File: config.mk
export PLATFORM = sky130hd
export DESIGN_NAME = fx_bus_arbiter
export DESIGN_NICKNAME = d
export VERILOG_FILES = /design/src/rtl/fx_bus_pkg.sv /design/src/rtl/fx_rr_arb2.sv /design/src/rtl/fx_bus_arbiter.sv
export SDC_FILE = /design/constraint.sdc
export NUM_CORES = 1
export LEC_CHECK = 0
export BUFFER_PORTS_ARGS = -buffer_cell sky130_fd_sc_hd__buf_2
export CAP_MARGIN = 10
export CORE_UTILIZATION = 48
export CTS_CLUSTER_SIZE = 14
export DETAILED_ROUTE_END_ITERATION = 12
export GPL_ROUTABILITY_DRIVEN = 0
export PLACE_DENSITY = 0.8
export SKIP_CTS_REPAIR_TIMING = 1
export SYNTH_ARGS = -nofsm -noshare
export SYNTH_HDL_FRONTEND = slang
export SYNTH_SLANG_ARGS = --single-unit
File: constraint.sdc
create_clock -name clk_sys -period 2.25 [get_ports clk_sys]
set_input_delay 0.45 -clock clk_sys [delete_from_list [all_inputs] [get_ports clk_sys]]
set_output_delay 0.45 -clock clk_sys [all_outputs]
set_load 0.05 [all_outputs]
File: src/rtl/fx_bus_pkg.sv
// fx_bus_pkg: shared definitions for the fx register bus arbiter.
//   FX_AW / FX_DW : default fx address / data widths
//   GNT0 / GNT1   : grant encodings (requester 0 / requester 1)
//   fx_state_t    : arbiter FSM state encoding
package fx_bus_pkg;

  localparam int FX_AW = 16;
  localparam int FX_DW = 8;

  localparam logic GNT0 = 1'b0;
  localparam logic GNT1 = 1'b1;

  typedef enum logic [2:0] {
    ST_IDLE  = 3'd0,
    ST_WR    = 3'd1,
    ST_RD    = 3'd2,
    ST_RWAIT = 3'd3,
    ST_DONE  = 3'd4
  } fx_state_t;

endpackage

File: src/rtl/fx_rr_arb2.sv
// fx_rr_arb2: two-input grant selector, purely combinational.
// Ports:
//   req0, req1 : pending requests
//   last_gnt   : requester granted most recently (GNT0/GNT1)
//   prio       : 1 = fixed priority (requester 0 wins contention), 0 = round robin
//   gnt        : selected requester (GNT0/GNT1), meaningful when valid
//   valid      : at least one request is pending
module fx_rr_arb2
  import fx_bus_pkg::*;
(
  input  logic req0,
  input  logic req1,
  input  logic last_gnt,
  input  logic prio,
  output logic gnt,
  output logic valid
);

  always_comb begin
    valid = req0 | req1;
    gnt   = GNT0;
    if (req0 && req1) begin
      // On contention the requester that did not go last wins, unless
      // fixed priority is selected.
      gnt = prio ? GNT0 : ((last_gnt == GNT0) ? GNT1 : GNT0);
    end else if (req1) begin
      gnt = GNT1;
    end
  end

endmodule

File: src/rtl/fx_bus_arbiter.sv
// fx_bus_arbiter: shares the fx register bus between the 485 command path
// (requester 0) and the local poller/status engine (requester 1). One
// single-byte write or read at a time; read data is sampled RD_LAT cycles
// after the fx_rd strobe and returned with a one-cycle ack.
//
// Build option: define FX_ARB_PRIO_EN for fixed priority (requester 0 always
// wins contention); default is round robin. Timing is the same in both modes.
//
// Ports:
//   clk_sys, rst_n          : clock, asynchronous active-low reset
//   reqN/wrN/addrN/wdataN   : requester N request (level), direction, address, data
//   ackN                    : requester N completion pulse (1 cycle)
//   rdataN                  : requester N read data, held until its next read completes
//   fx_wr/fx_waddr/fx_data  : fx write strobe, address, data
//   fx_rd/fx_raddr          : fx read strobe, address
//   fx_q                    : fx read data
//   busy                    : transaction in progress
//
// state    | meaning
// ---------+------------------------------------------------------------
// ST_IDLE  | waiting for a request; arbitration and latching happen here
// ST_WR    | fx_wr strobe cycle
// ST_RD    | fx_rd strobe cycle
// ST_RWAIT | counting down the read latency, capture fx_q at lat_cnt==0
// ST_DONE  | ack pulse to the granted requester
module fx_bus_arbiter
  import fx_bus_pkg::*;
#(
  parameter int RD_LAT = 2,
  parameter int AW     = FX_AW,
  parameter int DW     = FX_DW
) (
  input  logic          clk_sys,
  input  logic          rst_n,
  input  logic          req0,
  input  logic          wr0,
  input  logic [AW-1:0] addr0,
  input  logic [DW-1:0] wdata0,
  output logic          ack0,
  output logic [DW-1:0] rdata0,
  input  logic          req1,
  input  logic          wr1,
  input  logic [AW-1:0] addr1,
  input  logic [DW-1:0] wdata1,
  output logic          ack1,
  output logic [DW-1:0] rdata1,
  output logic [AW-1:0] fx_waddr,
  output logic          fx_wr,
  output logic [DW-1:0] fx_data,
  output logic          fx_rd,
  output logic [AW-1:0] fx_raddr,
  input  logic [DW-1:0] fx_q,
  output logic          busy
);

  localparam int              CW       = 4;
  localparam logic [CW-1:0]   LAT_LOAD = CW'(RD_LAT - 1);

  fx_state_t     state, state_nxt;
  logic          gnt_q;
  logic          last_gnt;
  logic [CW-1:0] lat_cnt;

  logic          prio_mode;
  logic          arb_gnt;
  logic          arb_valid;
  logic          grant;
  logic          capture;
  logic          wr_sel;
  logic [AW-1:0] addr_sel;
  logic [DW-1:0] wdata_sel;

`ifdef FX_ARB_PRIO_EN
  assign prio_mode = 1'b1;
`else
  assign prio_mode = 1'b0;
`endif

  fx_rr_arb2 u_arb (
    .req0     (req0),
    .req1     (req1),
    .last_gnt (last_gnt),
    .prio     (prio_mode),
    .gnt      (arb_gnt),
    .valid    (arb_valid)
  );

  always_comb begin
    wr_sel    = wr0;
    addr_sel  = addr0;
    wdata_sel = wdata0;
    if (arb_gnt == GNT1) begin
      wr_sel    = wr1;
      addr_sel  = addr1;
      wdata_sel = wdata1;
    end
  end

  always_ff @(posedge clk_sys or negedge rst_n) begin
    if (!rst_n) begin
      state <= ST_IDLE;
    end else begin
      state <= state_nxt;
    end
  end

  always_comb begin
    state_nxt = state;
    grant     = 1'b0;
    capture   = 1'b0;
    case (state)
      ST_IDLE: begin
        if (arb_valid) begin
          grant     = 1'b1;
          state_nxt = wr_sel ? ST_WR : ST_RD;
        end
      end
      ST_WR:    state_nxt = ST_DONE;
      ST_RD:    state_nxt = ST_RWAIT;
      ST_RWAIT: begin
        if (lat_cnt == '0) begin
          capture   = 1'b1;
          state_nxt = ST_DONE;
        end
      end
      ST_DONE:  state_nxt = ST_IDLE;
      default:  state_nxt = ST_IDLE;
    endcase
  end

  // Strobes and acks are registered from the next state so they line up
  // exactly with the WR/RD/DONE cycles without decode glitches. The fx
  // address/data registers double as the transaction latches: they are
  // loaded once at grant and then simply held.
  always_ff @(posedge clk_sys or negedge rst_n) begin
    if (!rst_n) begin
      gnt_q    <= GNT0;
      last_gnt <= GNT1;
      lat_cnt  <= '0;
      fx_wr    <= 1'b0;
      fx_rd    <= 1'b0;
      ack0     <= 1'b0;
      ack1     <= 1'b0;
      fx_waddr <= '0;
      fx_data  <= '0;
      fx_raddr <= '0;
      rdata0   <= '0;
      rdata1   <= '0;
    end else begin
      fx_wr <= (state_nxt == ST_WR);
      fx_rd <= (state_nxt == ST_RD);
      ack0  <= (state_nxt == ST_DONE) && (gnt_q == GNT0);
      ack1  <= (state_nxt == ST_DONE) && (gnt_q == GNT1);

      if (grant) begin
        gnt_q    <= arb_gnt;
        last_gnt <= arb_gnt;
        if (wr_sel) begin
          fx_waddr <= addr_sel;
          fx_data  <= wdata_sel;
        end else begin
          fx_raddr <= addr_sel;
        end
      end

      if (state == ST_RD) begin
        lat_cnt <= LAT_LOAD;
      end else if (state == ST_RWAIT && lat_cnt != '0) begin
        lat_cnt <= lat_cnt - CW'(1);
      end

      if (capture) begin
        if (gnt_q == GNT1) begin
          rdata1 <= fx_q;
        end else begin
          rdata0 <= fx_q;
        end
      end
    end
  end

  assign busy = (state != ST_IDLE);

endmodule
==> results.sh <==
export IMPL_run_status="completed"
export IMPL_synth_area_leader_cell="dfrtp_1"
export IMPL_cts_buffer_depth=2
export IMPL_grt_util_all_layers_pct=19.3
export IMPL_cp_max_fo=8
export IMPL_final_hold_violation_count=0
export IMPL_firstDrtPassIters=4
export IMPL_drive_above_1_share_pct=68.0
export IMPL_synth_area_per_cell_sq_um=15.1
export IMPL_wirelength_um=5930
export IMPL_port_buffers=122
export IMPL_nets=397
export IMPL_antenna_found_initial=0
export IMPL_synth_cells=197
export IMPL_grt_max_degree=70
export IMPL_cts_max_level=3
export IMPL_synthArstFlopShare_pct=100
export IMPL_grt_pass1_vias=2118
export IMPL_slew_viol_final=0
export IMPL_synth_most_common_cell="mux2_2"
export IMPL_setup_viol=0
export IMPL_tightestPinTransition_ps=383
export IMPL_numCtsBuffers=9
export IMPL_start_util_pct=50.0
export IMPL_clock_fmax_mhz=518
export IMPL_yosysSeqAreaShare_pct=58.0
export IMPL_required_ps=2460
export IMPL_relSlewSlack_pct=74.3
export IMPL_vias=2113
export IMPL_worstHoldPathType="primary input to asynchronous set/reset pin"
export IMPL_cts_sinks=69
export IMPL_rows=28
export IMPL_critPathArrivalTime_ps=2140
export IMPL_fin_worst_skew_ps=5.89
export IMPL_diodes=0
export IMPL_core_sq_mm=0.00596
export IMPL_critPathLaunchType="flop"
export IMPL_regArea_sq_mm=0.00173
export IMPL_yosysWarningCount=0
export IMPL_drtAntennaViolNets=0
export IMPL_rsz0062_at_grt="no"
export IMPL_dieArea_sq_mm=0.00652
export IMPL_layout_min_cycle_time_ps=1930
export IMPL_drt_iter0_drc=56
export IMPL_path_class="flop to flop"
export IMPL_synthesis_nets=261
export IMPL_synth_cell_area_sq_mm=0.00298
export IMPL_die_w_um=80.8
export IMPL_fin_tns_setup_ps=0
export IMPL_die_h_um=80.8
export IMPL_nFillCells=449
export IMPL_synth_cell_type_count=31
export IMPL_io_pins=123
export IMPL_max_cap_violations=0
export IMPL_cts_reportedPaths_clkPinSlew_ps=70
export IMPL_cts_tree="built"
export IMPL_post_drt_wl_per_cell_um=14.4
export IMPL_cts_root_buffer="clkbuf_8"
export IMPL_multiInputGateArea_sq_mm=0.00119
export IMPL_synth_commonest_cells="mux2_2, dfrtp_1, o21ai_0, inv_1, nand2_1"
export IMPL_fin_crit_sh_pct=85.8
export IMPL_ys_ff_latch=69
export IMPL_end_kind="flop"
export IMPL_viasPerCell=5.12
export IMPL_synth_flop_cell="dfrtp_1"
export IMPL_clock_latency_ps=330
export IMPL_synthTopCellsByArea="dfrtp_1, mux2_2, buf_6"
export IMPL_grt_pass1_wl_um=9320
export IMPL_drc=0
export IMPL_synth_edf_count=0
export IMPL_area_delta_synth_final_pct=32.7
export IMPL_synth_top_area_share_pct=57.1
export IMPL_grt_overflow=0
export IMPL_detailed_place_hpwl_um=4310
sequential cells by signal, indices dropped and copies added, names as in the netlist, 3 cells and up:
register,flops
state,3
fx_raddr,16
rdata0,8
fx_waddr,16
fx_data,8
lat_cnt,4
rdata1,8
through the flow:
| stage | cell area, sq um | hold WS [ps] | setup WS (ps) | util (%) | std cells |
|---|---|---|---|---|---|
| floorplan | 2980 | 154 | 367 | - | 197 |
| global placement | 3730 | 468 | 392 | 62.6 | 397 |
| detailed placement | 3730 | 474 | 336 | 62.6 | 397 |
| CTS | 3950 | 140 | 308 | 66.3 | 413 |
| global route | 3950 | 149 | 165 | 66.3 | 413 |
| finish | 3950 | 127 | 319 | 66.3 | 413 |
metal layers:
| metal | vias up | wire [um] | part of all wire [%] | track usage (%) |
|---|---|---|---|---|
| met5 | - | 0 | 0 | 0 |
| met4 | 0 | 95 | 1.6 | 9.46 |
| met3 | 10 | 424 | 7.1 | 6.52 |
| met2 | 89 | 2980 | 50 | 33.6 |
| met1 | 1023 | 2430 | 41 | 20.8 |
| li1 | 991 | - | - | - |
cell usage in the layout (no fill, tap or decap), types with 2 or more instances in the layout:
cell type	instances
clkbuf_8	11
nor2b_1	3
clkinv_2	2
inv_1	4
bufinv_16	2
dfrtp_1	68
nand3_1	2
nand2b_1	3
nand2_1	4
o21ai_0	5
buf_2	122
mux2_1	2
ha_1	2
buf_12	2
buf_4	6
mux2_2	78
a22o_1	3
layout make-up:
type	count	area share (%)
inverter	4	0.380
timing repair buffer	130	17.6
clock buffer	12	3.93
sequential	69	43.7
clock inverter	4	1.77
tap	75	2.37
multi-input combinational	119	30.2
final timing paths:
path                                               from                 endpoint  slack, ps  depth (start not counted)
worst max-delay path             lat_cnt[0]$_DFFE_PN0P_    rdata0[6]$_DFFE_PN0P_        320                          7
worst min-delay path                              rst_n        gnt_q$_DFFE_PN0P_        130                          2
worst max register to register   lat_cnt[0]$_DFFE_PN0P_    rdata0[6]$_DFFE_PN0P_        320                          7
worst min register to register  fx_waddr[3]$_DFFE_PN0P_  fx_waddr[3]$_DFFE_PN0P_        480                          1
max in group asynchronous                         rst_n     last_gnt$_DFFE_PN1P_       1820                          2
min in group clk_sys                               req0     last_gnt$_DFFE_PN1P_        360                          2
logic make-up (layout without fill, tap and decap cells):
logic type | after synthesis | after routing | share of synthesized area (%)
compound gates | 16 | 16 | 4.08
fa+ha+maj | 2 | 2 | 0.840
buf+inv | 9 | 150 | 1.89
flops | 69 | 69 | 58.0
mux | 81 | 81 | 31.0
simple gates | 20 | 20 | 4.16
critical path: stages (launching register included):
cell	delay, ps
dfrtp_1	420
inv_1	100
ha_1	180
nor3b_1	360
nand3_1	120
nor2_1	100
buf_4	180
mux2_2	350
Power is left out: the tool's default activity adds up to more than one toggle a clock period on the data nets, which glitch-free logic cannot reach.
